===== src/rtl/ifetch_ctrl.sv =====
// Instruction-fetch sequencer for pipeline stage 1.
// Owns the PC, issues one word request at a time to a variable-latency instruction memory
// (req/ack), holds the fetched word for decode (valid/ready), and applies jump/branch
// redirects, discarding any fetch that a redirect has made stale.
// Optional build macro: IFETCH_PERF_EN adds perf_fetched / perf_stall counters.
module ifetch_ctrl #(
  parameter logic [31:0] RESET_PC = 32'h0000_0000
) (
  input  logic        clk,
  input  logic        rst,
  input  logic        jump,
  input  logic [31:0] jump_addr,
  input  logic        branch,
  input  logic [31:0] branch_addr,
  output logic        imem_req,
  output logic [31:0] imem_addr,
  input  logic        imem_ack,
  input  logic [31:0] imem_rdata,
  output logic        if_valid,
  input  logic        if_ready,
  output logic [31:0] if_inst,
  output logic [31:0] if_pc,
  output logic [31:0] if_pc4
`ifdef IFETCH_PERF_EN
  ,
  output logic [31:0] perf_fetched,
  output logic [31:0] perf_stall
`endif
);

  typedef enum logic [1:0] {
    StIdle,
    StFetch,
    StHold
  } state_e;

  localparam logic [31:0] WordMask = 32'hFFFF_FFFC;

  state_e      state_q, state_d;
  logic [31:0] pc_q, pc_d;
  // Address of the request still in flight after a redirect has moved pc_q on.
  logic [31:0] req_addr_q, req_addr_d;
  logic        squash_q, squash_d;
  logic [31:0] inst_q, inst_d;
  logic [31:0] ipc_q, ipc_d;
  logic [31:0] ipc4_q, ipc4_d;

  logic        redirect;
  logic [31:0] target;
  logic [31:0] pc_plus4;

  // Jump wins over branch; targets are always forced word-aligned.
  assign redirect = jump | branch;
  assign target   = (jump ? jump_addr : branch_addr) & WordMask;
  assign pc_plus4 = pc_q + 32'd4;

  // Next-state and datapath updates for the fetch sequencer.
  always_comb begin
    state_d    = state_q;
    pc_d       = pc_q;
    req_addr_d = req_addr_q;
    squash_d   = squash_q;
    inst_d     = inst_q;
    ipc_d      = ipc_q;
    ipc4_d     = ipc4_q;

    unique case (state_q)
      StIdle: begin
        state_d = StFetch;
        if (redirect) begin
          pc_d = target;
        end
      end

      StFetch: begin
        if (imem_ack) begin
          // The outstanding request completes this cycle either way.
          squash_d = 1'b0;
          if (redirect) begin
            pc_d = target;
          end else if (!squash_q) begin
            inst_d  = imem_rdata;
            ipc_d   = pc_q;
            ipc4_d  = pc_plus4;
            pc_d    = pc_plus4;
            state_d = StHold;
          end
        end else if (redirect) begin
          // Keep presenting the already-issued address until its ack arrives.
          pc_d = target;
          if (!squash_q) begin
            squash_d   = 1'b1;
            req_addr_d = pc_q;
          end
        end
      end

      StHold: begin
        // A redirect discards an unaccepted word; with if_ready it counts as consumed.
        if (redirect || if_ready) begin
          state_d = StFetch;
        end
        if (redirect) begin
          pc_d = target;
        end
      end

      default: begin
        state_d = StIdle;
      end
    endcase
  end

  // State and datapath registers; reset drops any outstanding request.
  always_ff @(posedge clk) begin
    if (rst) begin
      state_q    <= StIdle;
      pc_q       <= RESET_PC & WordMask;
      req_addr_q <= RESET_PC & WordMask;
      squash_q   <= 1'b0;
      inst_q     <= 32'd0;
      ipc_q      <= 32'd0;
      ipc4_q     <= 32'd0;
    end else begin
      state_q    <= state_d;
      pc_q       <= pc_d;
      req_addr_q <= req_addr_d;
      squash_q   <= squash_d;
      inst_q     <= inst_d;
      ipc_q      <= ipc_d;
      ipc4_q     <= ipc4_d;
    end
  end

  // Outputs decode directly from registered state.
  always_comb begin
    imem_req  = (state_q == StFetch);
    imem_addr = squash_q ? req_addr_q : pc_q;
    if_valid  = (state_q == StHold);
    if_inst   = inst_q;
    if_pc     = ipc_q;
    if_pc4    = ipc4_q;
  end

`ifdef IFETCH_PERF_EN
  logic [31:0] fetched_q, stall_q;

  // Handshake and memory-stall counters, free-running with wrap.
  always_ff @(posedge clk) begin
    if (rst) begin
      fetched_q <= 32'd0;
      stall_q   <= 32'd0;
    end else begin
      if (if_valid && if_ready) begin
        fetched_q <= fetched_q + 32'd1;
      end
      if (imem_req && !imem_ack) begin
        stall_q <= stall_q + 32'd1;
      end
    end
  end

  assign perf_fetched = fetched_q;
  assign perf_stall   = stall_q;
`endif

endmodule


===== config.mk =====
export PLATFORM = sky130hd
export DESIGN_NAME = ifetch_ctrl
export DESIGN_NICKNAME = d
export VERILOG_FILES = /design/src/rtl/ifetch_ctrl.sv
export SDC_FILE = /design/constraint.sdc
export NUM_CORES = 1
export LEC_CHECK = 0
export CAP_MARGIN = 10
export CORE_MARGIN = 2
export CORE_UTILIZATION = 50
export CTS_BUF_LIST = sky130_fd_sc_hd__clkbuf_16
export DETAILED_ROUTE_END_ITERATION = 10
export GPL_ROUTABILITY_DRIVEN = 0
export GPL_TIMING_DRIVEN = 1
export PLACE_DENSITY = 0.87
export SETUP_SLACK_MARGIN = 0.3
export SYNTH_ARGS = -nofsm -noshare
export SYNTH_HDL_FRONTEND = slang
export SYNTH_SLANG_ARGS = --single-unit

===== constraint.sdc =====
create_clock -name clk -period 3.2 [get_ports clk]
set_input_delay 0.48 -clock clk [delete_from_list [all_inputs] [get_ports clk]]
set_output_delay 0.48 -clock clk [all_outputs]
set_load 0.02 [all_outputs]

==> reports/metrics.yaml <==
status:
  status: "finished clean"
drt:
  drc: 0
  firstDrtPassIters: 6
  drt_iter0_drc: 882
  via_per_inst: 5.979
  wire_per_inst_um: 18.95
  dr_total_vias: 7850
  drt_wl_total_um: 24890
  antenna_left: 0
critical_path:
  critPathRequiredTime_ps: 2720
  cp-startpoint: "squash_q"
  path_max_fanout: 25
  r2r_start: "pc_q[2]"
  r2r_setup_slack_ps: 580
  endpoint_kind: "output pin"
  rr_worst_depth: 6
  r2r_end: "pc_q[28]"
  cp-start-kind: "flip-flop"
  worstSetupEndpoint: "imem_addr[2]"
  crit_arrival_ps: 2240
  worstSetupPathType: "reg2out"
clocking:
  cts_buffers: 17
  clock_latency_ps: 430
  tritoncts: "built"
  ctsResizeCount: 0
  cts.sinks: 161
  path_clk_slew_ps: 60
  post_cts_buffers: 0
  h-tree-depth: 4
  ctsLongestPathBuffers: 2
  cts-root-buf: "clkbuf_16"
  ctsHoldBuffers: 0
timing:
  finalCriticalPeriod_ps: 2719
  tightestPinTransition_ps: 1146
  setup_viol: 0
  hold_viol_final: 0
  fin_crit_sh_pct: 84.96
  timing.fmax_mhz: 367.8
  drv_slew: 0
  slew_headroom_pct: 23.62
  setup_tns_ps: 0
  holdWs_ps: 451.6
  rsz0062_at_grt: "no"
  fin_skew_ps: 7.695
job:
  maxCapViolations: 0
finish:
  diodes: 0
  nets: 1220
  final_layout_size_suffix_gt1_share_pct: 8.592
  layout_common_cells: "clkdlybuf4s50_1 (226), nand2_1 (167), dfxtp_1 (161)"
  syn_to_final_growth_pct: 39.39
  final_common_cell: "clkdlybuf4s50_1"
pwr:
  switching_share_pct: 26.03
  p_clk_share_pct: 41.3
  p_sw_mw: 1.275
  p_per_area_nw_per_um2: 464.5
  leakagePower_nw: 3.665
  p_seq_share_pct: 44.1
  power.internal_mw: 3.622
  p_comb_share_pct: 14.6
  vdd_ir_drop_max_v: 0.0003844
global_routing:
  gr-total-overflow: 0
  first_global_vias: 7348
  grt_start_max_net_pins: 106
  antenna_found_initial: 0
  grt_usage_pct: 30.28
  grt_pass1_wl_um: 38600
placed_design:
  dp_hpwl_um: 17360
  port_buffers: 227
yosys:
  avgSynthCellArea_um2: 8.140
  synth_seq_area_share_pct: 42.62
  ys_seq_elements: 161
  synthArstFlopShare_pct: 0
  synth_warnings: 0
  synthCells: 929
  synth_edf_count: 0
  synthesis.area_um2: 7562
  synth_cell_types: 60
  synth_nets: 1032
  ys.flop_type: "dfxtp_1"
floorplanning:
  die_area_um2: 16120
  fp.coreArea_um2: 14640
  initial_core_util_pct: 51.64
  rows: 44
  io_pins: 232
  die_x_um: 127.0
  die_y_um: 127.0
hold_path:
  min_path_type: "reg2reg"
## power by group through the flow
stage                     Combinational, mW  Clock [mW]  Sequential (mW)
after detailed placement              0.702           0             2.20
after global routing                  0.761        2.11             2.16
after floorplan                       0.378           0             2.18
after global placement                0.692           0             2.19
final                                 0.714        2.02             2.16
after CTS                             0.709        2.03             2.15
## state kept, by name (all words and copies together) (netlist names)
register	count
if_pc4	30
if_inst	32
state_q	2
if_pc	32
squash_q	1
req_addr_q	32
pc_q	32
## per-stage QoR
stage	util [%]	instance area (µm²)	std cells	power (mW)	worst slack (ps)
floorplan	-	7562	929	2.553	1253
global route	71.98	10540	1313	5.035	422.2
detailed placement	68.05	9966	1282	2.900	397.6
CTS	71.98	10540	1313	4.892	486.4
global placement	68.05	9966	1282	2.887	389.0
finish	71.98	10540	1313	4.897	481.3
## worst max-delay path, stage by stage, from the launching register on
cell and delay, ps:
dfxtp_1 510, buf_4 340, mux2_2 400, clkdlybuf4s50_1 550
## cell families (layout without fill, tap and decap cells)
logic type,count (synthesis),count (layout),share of synthesized area [%]
DFF,161,161,42.62
AOI/OAI and AO/OA,233,233,19.21
buffers and inverters,98,298,5.377
adders and majority gates,1,1,0.1654
xor gates and xnor gates,24,24,2.780
muxes,58,58,8.091
and+or+nand+nor,354,354,21.76
## layer usage
metal / track usage (%) / share of wire [%]
met2: 49.18 / 47
met5: 0 / 0
met1: 37.42 / 39
met4: 14.80 / 4.1
met3: 8.082 / 10
## worst min path at each step
stage | startpoint | to | slack [ps] | cells past startpoint
after floorplan | pc_q[0] | if_pc[0] | 440 | 2
after global placement | if_inst[23] | if_inst[23] | 440 | 2
after detailed placement | if_inst[24] | if_inst[24] | 450 | 2
after CTS | if_inst[24] | if_inst[24] | 450 | 2
after global routing | if_pc[14] | if_pc[14] | 470 | 2
final | if_inst[28] | if_inst[28] | 450 | 2
## synth_stat cells, types with 3 or more instances
cell       count  area (µm²)
a211oi_1      29       217.7
a21oi_1       99       495.5
a221oi_1       6       52.55
a22o_1         8       70.07
a22oi_1       14       105.1
a31oi_1       11       68.82
and2_1         5       31.28
and3_1         3       18.77
and4_1         3       26.28
buf_1          9       33.78
buf_2         19       95.09
buf_4          3       22.52
clkbuf_1      53       198.9
clkbuf_2       3       15.01
dfxtp_1      161        3223
inv_1         11       41.29
mux2_2        25       281.5
mux2i_1       33       330.3
nand2_1      167       626.9
nand2b_1       4       25.02
nand3_1       13       65.06
nand3b_1       7       52.55
nand4_1       10       62.56
nor2_1        96       360.4
nor2b_1        9       56.30
nor3_1        12       60.06
nor4_1         4       25.02
nor4_4         3       63.81
o211ai_1       3       22.52
o21a_1         3       22.52
o21ai_0       32       160.2
o22ai_1        7       43.79
o2bb2ai_1      3       26.28
or3_1          5       31.28
xnor2_1       10       87.58
xor2_1        14       122.6
## final cells by class
type	count	area (µm²)
clock buffers	17	425.4
clock inverters	14	150.1
fillers	1124	4103
inverters	11	41.29
multi-input cells	670	3946
flip-flops and latches	161	3223
well taps	184	230.2
repair buffers	256	2525
Note: power is estimated with default switching activity, not from simulation.
